**config.mk**
```make
export PLATFORM = sky130hd
export DESIGN_NAME = uart_alu_interface
export DESIGN_NICKNAME = d
export VERILOG_FILES = /design/src/rtl/uart_alu_interface.sv
export SDC_FILE = /design/constraint.sdc
export NUM_CORES = 1
export LEC_CHECK = 0
export ABC_AREA = 1
export ABC_CLOCK_PERIOD_IN_PS = 950
export CORE_UTILIZATION = 37
export DETAILED_ROUTE_END_ITERATION = 10
export HOLD_SLACK_MARGIN = 0.15
export MAX_ROUTING_LAYER = met4
export PLACE_DENSITY = 0.81
export SYNTH_ARGS = -nofsm -noshare
export SYNTH_HDL_FRONTEND = slang
export SYNTH_SLANG_ARGS = --single-unit
```
**constraint.sdc**
```tcl
create_clock -name i_clk -period 0.95 [get_ports i_clk]
set_input_delay 0.19 -clock i_clk [delete_from_list [all_inputs] [get_ports i_clk]]
set_output_delay 0.19 -clock i_clk [all_outputs]
set_load 0.05 [all_outputs]
```
**src/rtl/uart_alu_interface.sv**
```systemverilog
// Sequencer between UART rx/tx and the ALU: gathers A, B, opcode bytes, then
// transmits the captured ALU result with a single-cycle start pulse.
module uart_alu_interface #(
    parameter int unsigned N_BITS_DATA = 8,
    parameter int unsigned N_BITS_OP   = 6
) (
    input  logic                   i_clk,
    input  logic                   i_rst,
    input  logic [N_BITS_DATA-1:0] i_rx_data,
    input  logic                   i_rx_done,
    input  logic [N_BITS_DATA-1:0] i_alu_result,
    input  logic                   i_tx_done,
    output logic [N_BITS_DATA-1:0] o_alu_A,
    output logic [N_BITS_DATA-1:0] o_alu_B,
    output logic [N_BITS_OP-1:0]   o_alu_Op,
    output logic [N_BITS_DATA-1:0] o_tx_data,
    output logic                   o_tx_start,
    output logic                   o_busy,
    output logic                   o_rx_overrun
);

    typedef enum logic [2:0] {
        StWaitA,
        StWaitB,
        StWaitOp,
        StSend,
        StWaitTx
    } state_e;

    state_e                 state_q, state_d;
    logic [N_BITS_DATA-1:0] alu_a_q, alu_a_d;
    logic [N_BITS_DATA-1:0] alu_b_q, alu_b_d;
    logic [N_BITS_OP-1:0]   alu_op_q, alu_op_d;
    logic [N_BITS_DATA-1:0] tx_data_q, tx_data_d;
    logic                   tx_start_q, tx_start_d;
    logic                   overrun_q, overrun_d;
    logic                   busy;

    assign busy = (state_q == StSend) || (state_q == StWaitTx);

    always_comb begin
        state_d    = state_q;
        alu_a_d    = alu_a_q;
        alu_b_d    = alu_b_q;
        alu_op_d   = alu_op_q;
        tx_data_d  = tx_data_q;
        tx_start_d = 1'b0;
        // Bytes arriving while a result is in flight are dropped, not queued.
        overrun_d  = overrun_q | (i_rx_done & busy);

        unique case (state_q)
            StWaitA: begin
                if (i_rx_done) begin
                    alu_a_d = i_rx_data;
                    state_d = StWaitB;
                end
            end
            StWaitB: begin
                if (i_rx_done) begin
                    alu_b_d = i_rx_data;
                    state_d = StWaitOp;
                end
            end
            StWaitOp: begin
                if (i_rx_done) begin
                    alu_op_d = i_rx_data[N_BITS_OP-1:0];
                    state_d  = StSend;
                end
            end
            StSend: begin
                tx_data_d  = i_alu_result;
                tx_start_d = 1'b1;
                state_d    = StWaitTx;
            end
            StWaitTx: begin
                if (i_tx_done) begin
                    state_d = StWaitA;
                end
            end
            default: state_d = StWaitA;
        endcase
    end

    always_ff @(posedge i_clk) begin
        if (!i_rst) begin
            state_q    <= StWaitA;
            alu_a_q    <= '0;
            alu_b_q    <= '0;
            alu_op_q   <= '0;
            tx_data_q  <= '0;
            tx_start_q <= 1'b0;
            overrun_q  <= 1'b0;
        end else begin
            state_q    <= state_d;
            alu_a_q    <= alu_a_d;
            alu_b_q    <= alu_b_d;
            alu_op_q   <= alu_op_d;
            tx_data_q  <= tx_data_d;
            tx_start_q <= tx_start_d;
            overrun_q  <= overrun_d;
        end
    end

    assign o_alu_A      = alu_a_q;
    assign o_alu_B      = alu_b_q;
    assign o_alu_Op     = alu_op_q;
    assign o_tx_data    = tx_data_q;
    assign o_tx_start   = tx_start_q;
    assign o_busy       = busy;
    assign o_rx_overrun = overrun_q;

endmodule

```
# After elaboration in Yosys (flattened, before gate mapping)
# Cells that the tools add are included.
# classes
n_reduce_logical,6
eq_ne,8
bitwise,2
n_mux,6
# op_table
operator,count
3-bit case mux with 5 select lines,1
3-bit two-way mux,4
"2-bit inequality test, second input constant",4
"3-bit by 2-bit equality test with 1-bit output, second input constant",2
2-bit AND reduction,3
4-bit AND reduction,1
"3-bit by 1-bit equality test with 1-bit output, second input constant",1
"3-bit equality test, second input constant",1
3-bit zero test,1
1-bit bitwise AND,1
1-bit logical OR,1
1-bit two-way mux,1
1-bit bitwise OR,1
# word_totals
register_bits,35

# Logic depth before layout (Yosys ltp)
# Gate-level depths: netlist of the first run.
# logic_depth
word_depth,4
depth_mapped,6
mapped_depth_nobuf,6

# Worst setup path after synthesis of the first run
# Ideal clock, no wire load.
# synth_timing
path_type,reg-to-reg
from,reg state_q[2]
to,reg overrun_q (netlist: o_rx_overrun)
arrival_ns,1.153
required_time_ns,0.834
path_buffers,0
setup_ns,0.116
slack_ns,-0.319
synth_period_minus_slack_ns,1.269
stages_incl_launch_ff,6
cell_sequence,dfxtp_1 > inv_1 > nand3_2 > nand2_1 > a21oi_1 > nor2_1
# synth_via
elab_chain_len,4
word_cells_on_any_way,5
classes_between,eq/ne: 2; bitwise: 2; reduce/logical: 1
# synth_lines
item,line,source
start: declaration,30,"state_e state_q, state_d;"
start signal: assignment,86,state_q <= StWaitA;
start signal: assignment,94,state_q <= state_d;
3-bit by 2-bit equality test with 1-bit output / 3-bit equality test (equally long branches),39,assign busy = (state_q == StSend) || (state_q == StWaitTx);
1-bit logical OR (*),39,
named net o_busy,18,"output logic o_busy,"
1-bit bitwise AND (*),49,overrun_d = overrun_q | (i_rx_done & busy);
1-bit bitwise OR (*),49,
end signal: assignment,100,overrun_q <= overrun_d;
end: declaration,36,"logic overrun_q, overrun_d;"
# The timed path passes the listed nets; every way through them passes the cells marked *.
# A chain may end at the register's enable or synchronous reset.

# Worst setup path after layout of the first run
# layout_timing
from,reg state_q[2]
to,reg alu_op_q[0] (netlist: o_alu_Op[0])
# layout_via
elab_chain_len,2
# layout_lines
item,line,source
3-bit by 2-bit equality test with 1-bit output,51,unique case (state_q)
2-bit AND reduction (no line),n/a,
end signal: assignment,97,alu_op_q <= alu_op_d;
end: declaration,33,"logic [N_BITS_OP-1:0] alu_op_q, alu_op_d;"
# Every way passes these cells.

==> results.json, run 1 <==
{
  "outcome": "complete, but fails checks",
  "violations": "setup timing",
  "final_util": 0.897,
  "powerDensity_nw_per_um2": 1360,
  "multi_input_area_um2": 778,
  "p_leak_nw": 1.19,
  "cp_cell_sequence": "buf_6, nor2_4, buf_6, nand3_2, a21oi_1",
  "ys_seq_area_frac": 0.545,
  "cts_buffer_depth": 2,
  "ctsHoldBuffers": 0,
  "cts-root-buf": "clkbuf_4",
  "ctsHtreeMaxLevel": 2,
  "clk-insertion-delay-late_ns": 0.35,
  "grtUsageTotal": 0.271,
  "post_route_cells_drive_above_1_share": 0.695,
  "instances_no_fill": 305,
  "slew_viol_final": 0,
  "syn_inst": 161,
  "synth_mux_area_frac": 0,
  "design_area_um2": 2990,
  "antenna_left": 0,
  "slowest_stage": "dfxtp_4",
  "critical-path-max-stage-delay_ns": 0.38,
  "tns_ns": -13.28,
  "worstSetupPathType": "reg2reg",
  "cp.required_ns": 1.21,
  "syn_area_per_cell_um2": 7.99,
  "syn-num-nets": 181,
  "fin_crit_sh": 1.41,
  "crit_buf_inv": 2,
  "antenna_found_initial": 0,
  "ir_drop_uv": 1200,
  "synth_fa_ha_area_frac": 0,
  "endpoint_kind": "register",
  "finalSetupViolCount": 68,
  "path_clk_slew_ns": 0.12,
  "synth_top_family_by_area": "simple AND/OR/NAND/NOR gates",
  "grt_max_degree": 32,
  "io_buffers": 52,
  "grt-ovfl-total": 0,
  "drc": 0,
  "clock_skew_ns": 0.00748,
  "area_growth_pct": 133,
  "hold_violations": 0,
  "critPathArrivalTime_ns": 1.60,
  "synth_xor_area_frac": 0,
  "ys_warn_count": 0,
  "antennaDiodeCount": 0,
  "layout_common_cells": "buf_12, buf_4, nor2_1",
  "final-seq-area_um2": 772,
  "vias": 1646,
  "grt_pass1_vias": 1456,
  "start_util": 0.385,
  "max_freq_mhz": 749,
  "die_x_um": 61.0,
  "synth_area_um2": 1290,
  "critical_path.top_delay_family": "flip-flops",
  "detailed_place.area_um2": 2250,
  "synth_simple_gate_area_frac": 0.234,
  "critPathLaunchType": "register",
  "wirelength_um": 5980,
  "slew_headroom": 0.644,
  "grt_pass1_wl_um": 6810,
  "nNetsFinal": 278,
  "numClockSinks": 35,
  "synth_compound_area_frac": 0.160,
  "ys_ff_latch": 35,
  "cts_buffers": 5,
  "worst_pin_slew_ns": 0.535,
  "worstPathMaxFanout": 6,
  "routed_via_density": 5.40,
  "die_h_um": 61.0,
  "firstDrtPassIters": 4,
  "rows": 21,
  "crit_top_cell": "buf_6",
  "dp.cells": 262,
  "cts_tree": "yes",
  "whs_ns": 0.489,
  "final.min_clock_period_ns": 1.34,
  "wl_per_cell_um": 19.6,
  "drv_cap": 0,
  "place_hpwl_um": 2440,
  "rsz0062_at_grt": "true",
  "fill_cells": 121,
  "place.gp.congestion": 0.784,
  "synth_cell_type_count": 15,
  "final_common_cell": "buf_12",
  "layout_setup_ws_ns": -0.386,
  "drtIter0Drc": 106,
  "io-pin-count": 53,
  "hp-class": "reg2reg",
  "core_um2": 3340,
  "die_area_um2": 3720
}
[per-stage QoR]
step | total power, mW | setup WS, ns
detailed placement | 2.60 | -0.487
global route | 4.19 | -0.414
global placement | 2.58 | -0.423
CTS | 3.76 | -0.347
finish | 4.07 | -0.386
floorplan | 2.09 | -0.0385
[kinds of logic after synthesis]
group | count (synthesis)
buffers and inverters | 18
flip-flops | 35
AO/OA/AOI/OAI | 41
AND/OR/NAND/NOR | 67
[cell type report]
| cell class | count | area share |
|---|---|---|
| multi-input cells | 110 | 0.260 |
| clock inverters | 1 | 0.00167 |
| inverters | 13 | 0.0276 |
| well taps | 46 | 0.0192 |
| clock buffers | 7 | 0.0255 |
| flip-flops and latches | 35 | 0.258 |
| repair buffers | 93 | 0.408 |
[repair_timing]
action                     in CTS  in global routing
setup endpoints to repair      68                 68
gates resized for setup        73                 74
gates cloned                    1                  1
buffers inserted               14                 19
pin swaps                      14                 31
[power breakdown]
group | total (mW) | leakage (nW) | internal (mW) | switching, mW
logic | 1.36 | 0.836 | 0.656 | 0.701
clock network | 1.05 | 0.0464 | 0.516 | 0.535
registers | 1.66 | 0.304 | 1.55 | 0.106
[Yosys cell counts (all sizes together)]
| master | instances | area, µm² |
|---|---|---|
| a21oi | 11 | 55.1 |
| buf | 2 | 18.8 |
| clkbuf | 3 | 11.3 |
| nand2 | 5 | 18.8 |
| o21ai | 30 | 150 |
| nand3b | 1 | 7.51 |
| inv | 13 | 48.8 |
| nand4 | 1 | 6.26 |
| dfxtp | 35 | 701 |
| nand3 | 7 | 55.1 |
| nor2 | 53 | 214 |
[sequential cells by signal, summed over array words and instances (netlist names)]
name,cells
o_alu_B,8
o_rx_overrun,1
o_tx_data,8
state_q,3
o_alu_A,8
o_tx_start,1
o_alu_Op,6
[routing by layer]
layer	track usage	vias to the layer above	wire length [µm]
li1	-	728	-
met1	0.292	808	2270
met2	0.469	82	3090
met3	0.0640	28	292
met4	0.123	0	332
met5	-	-	0
[path summary, 6_finish.rpt]
| path | start | cells past startpoint | endpoint | slack (ns) |
|---|---|---|---|---|
| max reg2reg | state_q[2] | 5 | o_alu_Op[0] | -0.39 |
| min | o_alu_Op[4] | 2 | o_alu_Op[4] | 0.49 |
| max | state_q[2] | 5 | o_alu_Op[0] | -0.39 |
| min reg2reg | o_alu_Op[4] | 2 | o_alu_Op[4] | 0.49 |
[worst reg2reg max path, stage by stage, from the launching register on]
cell	delay [ns]
dfxtp_4	0.38
buf_6	0.12
nor2_4	0.13
buf_6	0.15
nand3_2	0.17
a21oi_1	0.31
Note: power is estimated with default switching activity, not from simulation.
==> run 2: changes to the inputs <==
CORE_MARGIN = 2   (was default)
==> results.json, run 2 (synthesis results as in run 1) <==
{
  "rsz0062_at_grt": "true",
  "place.gp.congestion": 0.774,
  "ctsHtreeMaxLevel": 2,
  "path_clk_slew_ns": 0.11,
  "r2r_start": "state_q[0]",
  "finalSetupViolCount": 68,
  "grt_pass1_wl_um": 7450,
  "tns_ns": -15.26,
  "max_freq_mhz": 721,
  "cp.required_ns": 1.19,
  "fill_cells": 160,
  "wirelength_um": 5350,
  "hold_violations": 0,
  "grtUsageTotal": 0.259,
  "powerDensity_nw_per_um2": 1360,
  "fin_crit_sh": 1.46,
  "antenna_found_initial": 0,
  "worstSetupPathType": "reg2reg",
  "core_um2": 3340,
  "layout_setup_ws_ns": -0.437,
  "post_route_cells_drive_above_1_share": 0.628,
  "die_h_um": 63.0,
  "start_util": 0.385,
  "pre_cts_ws_ns": -0.452,
  "setup.worst_path.start": "state_q[0]",
  "io_buffers": 52,
  "vias": 1564,
  "instances_no_fill": 293,
  "endpoint_kind": "register",
  "final.min_clock_period_ns": 1.39,
  "r2r-end": "o_alu_A[5]",
  "worstPathMaxFanout": 5,
  "cts_tree": "yes",
  "clock_skew_ns": 0.00829,
  "layout_common_cells": "nor2_1, buf_12, dfxtp_2",
  "hp-class": "in2reg",
  "grt-ovfl-total": 0,
  "final_common_cell": "nor2_1",
  "grt_max_degree": 32,
  "critPathArrivalTime_ns": 1.63,
  "cts_buffers": 5,
  "numClockSinks": 35,
  "p_leak_nw": 1.11,
  "cts_buffer_depth": 2,
  "wl_per_cell_um": 18.3,
  "rows": 21,
  "clk-insertion-delay-late_ns": 0.35,
  "grt_pass1_vias": 1504,
  "antenna_left": 0,
  "critPathLaunchType": "register",
  "firstDrtPassIters": 4,
  "crit_path_end": "o_alu_A[5]",
  "slew_headroom": 0.654,
  "cts-root-buf": "clkbuf_4",
  "final_util": 0.846,
  "drv_cap": 0,
  "area_growth_pct": 119,
  "ir_drop_uv": 1080,
  "r2r_setup_slack_ns": -0.44,
  "violations": "setup timing",
  "outcome": "complete, but fails checks",
  "antennaDiodeCount": 0,
  "die_area_um2": 3960,
  "reg2regPathDepth": 6,
  "die_x_um": 63.0,
  "io-pin-count": 53,
  "worst_pin_slew_ns": 0.518,
  "dp.cells": 264,
  "nNetsFinal": 266,
  "drc": 0,
  "routed_via_density": 5.34,
  "slew_viol_final": 0,
  "place_hpwl_um": 2490,
  "drtIter0Drc": 111
}
-- run 2: cell types whose count changed in the layout (fill, tap and decap cells not counted), sizes merged --
cell,delta
clkbuf,+1
clkinv,-3
inv,+2
dlygate4sd2,-1
clkdlybuf4s15,+1
buf,-12
-- run 2: critical path, cell delays in order, from the launching register on --
cell,delay (ns)
dfxtp_4,0.38
buf_6,0.13
nor2_4,0.18
buf_12,0.14
nand3_4,0.14
o21ai_1,0.22
nor2_1,0.08
-- run 2: power by group --
part	internal, mW	switching, mW	leakage, nW
Sequential	1.56	0.101	0.303
Clock	0.435	0.505	0.0386
Combinational	0.591	0.649	0.769
Total	2.58	1.25	1.11
-- run 2: layout make-up --
cell class	instances	area, µm²	area share
timing repair buffer	81	1130	0.401
sequential	35	764	0.271
multi-input combinational	110	736	0.261
clock buffer	8	68.8	0.0244
inverter	13	65.1	0.0230
tap	46	57.6	0.0204
-- run 2: routing by layer --
layer	vias up	share of wire	track usage
met5	-	0	-
met4	0	0.068	0.186
met3	42	0.053	0.0613
met2	77	0.52	0.422
met1	748	0.36	0.274
li1	697	-	-
-- run 2: worst min path at each step --
stage | slack, ns | start | to | cells after the start
global placement | 0.47 | o_alu_Op[1] | o_alu_Op[1] | 2
floorplan | 0.32 | i_rx_data[0] | o_alu_B[0] | 2
global route | 0.44 | i_alu_result[5] | o_tx_data[5] | 3
detailed placement | 0.48 | o_alu_Op[0] | o_alu_Op[0] | 2
finish | 0.44 | i_alu_result[3] | o_tx_data[3] | 3
CTS | 0.44 | i_alu_result[7] | o_tx_data[7] | 3
-- run 2: metrics by stage --
stage / hold slack [ns] / cell area, µm² / power, mW
2_1_floorplan: 0.325 / 1300 / 2.09
3_3_place_gp: 0.474 / 2270 / 2.59
3_5_place_dp: 0.475 / 2270 / 2.60
4_1_cts: 0.438 / 2630 / 3.67
5_1_grt: 0.438 / 2820 / 3.99
6_report: 0.442 / 2820 / 3.84
-- run 2: repair_timing --
action | CTS | global route
pin swaps | 22 | 17
cloned | 2 | 0
hold buffers | 0 | 0
buffers inserted | 12 | 8
setup endpoints to repair | 68 | 68
resized for setup | 80 | 39
==> run 3: changes to the inputs <==
ABC_CLOCK_PERIOD_IN_PS = default   (was 950)
SKIP_CTS_REPAIR_TIMING = 1   (was default)
==> results.json, run 3 (synthesis results as in run 1) <==
{
  "outcome": "complete, but fails checks",
  "violations": "setup timing",
  "powerDensity_nw_per_um2": 1380,
  "finalSetupViolCount": 67,
  "cts_buffers": 5,
  "die_h_um": 63.0,
  "antenna_left": 0,
  "clk-insertion-delay-late_ns": 0.36,
  "place_hpwl_um": 2490,
  "critical-path-max-stage-delay_ns": 0.39,
  "die_area_um2": 3960,
  "wirelength_um": 5110,
  "grt_pass1_wl_um": 5290,
  "worstPathMaxFanout": 4,
  "endpoint_kind": "register",
  "grtUsageTotal": 0.182,
  "cts_buffer_depth": 2,
  "worst_pin_slew_ns": 0.511,
  "critPathArrivalTime_ns": 1.71,
  "path_clk_slew_ns": 0.11,
  "start_util": 0.385,
  "rows": 21,
  "final_common_cell": "nor2_1",
  "antenna_found_initial": 0,
  "grt_max_degree": 32,
  "wl_per_cell_um": 17.5,
  "hp-class": "in2reg",
  "whs_ns": 0.403,
  "hold_violations": 0,
  "firstDrtPassIters": 5,
  "drc": 0,
  "core_um2": 3340,
  "fill_cells": 164,
  "drv_cap": 0,
  "cp.required_ns": 1.24,
  "layout_setup_ws_ns": -0.464,
  "grt-ovfl-total": 0,
  "slew_headroom": 0.659,
  "fin_total_pwr_mw": 3.82,
  "rsz0062_at_grt": "true",
  "io_buffers": 52,
  "layout_common_cells": "nor2_1, buf_12, dfxtp_2",
  "nNetsFinal": 265,
  "slew_viol_final": 0,
  "cp_cell_sequence": "buf_4, buf_6, inv_6, nand3_4, nor2_4, buf_6, o21ai_0, nor2_1",
  "routed_via_density": 5.28,
  "io-pin-count": 53,
  "place.gp.congestion": 0.774,
  "die_x_um": 63.0,
  "vias": 1541,
  "slowest_stage": "dfxtp_4",
  "drtIter0Drc": 83,
  "p_leak_nw": 1.10,
  "final.min_clock_period_ns": 1.41,
  "pre_cts_ws_ns": -0.452,
  "critPathLaunchType": "register",
  "max_freq_mhz": 707,
  "grt_pass1_vias": 1159,
  "antennaDiodeCount": 0,
  "area_growth_pct": 115,
  "worstSetupPathType": "reg2reg",
  "clock_skew_ns": 0.00599,
  "fin_crit_sh": 1.49,
  "final_util": 0.829,
  "post_route_cells_drive_above_1_share": 0.589,
  "cts-root-buf": "clkbuf_4",
  "numClockSinks": 35,
  "crit_top_cell": "buf_6",
  "cts_tree": "yes",
  "ir_drop_uv": 777,
  "ctsHtreeMaxLevel": 2
}
run 3: changes by cell type in the layout (fill, tap and decap cells not counted), moves of 2 or more:
cell,change
a21oi_1,+5
a21oi_2,-4
inv_2,-2
inv_4,+2
nand3_1,+3
nand3_2,-4
run 3: area by class of cell:
class	count	area [µm²]	share of cell area
Timing Repair Buffer	80	1110	0.401
Sequential cell	35	767	0.277
Multi-Input combinational cell	110	692	0.250
Inverter	13	70.1	0.0253
Clock buffer	8	68.8	0.0249
Tap cell	46	57.6	0.0208
run 3: critical path: cells and delay by family, from the launching register on:
kind	cells	cell delay, ns
AO/OA/AOI/OAI	1	0.09
buffers and inverters	4	0.46
AND/OR/NAND/NOR	3	0.41
flip-flops	1	0.39
run 3: report_power, final:
part | total [mW] | switching [mW] | internal (mW)
Clock | 0.951 | 0.516 | 0.435
Sequential | 1.67 | 0.111 | 1.56
Combinational | 1.20 | 0.619 | 0.577
run 3: metal layers:
layer	up-vias	wire [µm]	GRT usage
met1	728	1850	0.194
met2	87	2650	0.286
li1	695	-	-
met3	31	307	0.0541
met4	0	306	0.133
met5	-	0	-
run 3: per-stage QoR:
stage / instances / TNS [ns] / instance area [µm²]
global placement: 264 / -11.27 / 2270
CTS: 272 / -9.70 / 2340
detailed placement: 264 / -12.11 / 2270
floorplan: 161 / -0.560 / 1300
finish: 292 / -14.21 / 2770
global route: 292 / -16.94 / 2770
run 3: path summary, 6_finish.rpt:
path,startpoint,endpoint,slack [ns],cells after the start
hold reg to reg,o_alu_Op[0],o_alu_Op[0],0.49,2
setup / recovery,state_q[1],o_alu_B[7],-0.46,8
setup reg to reg,state_q[1],o_alu_B[7],-0.46,8
hold / removal,i_rx_done,o_alu_Op[5],0.40,3
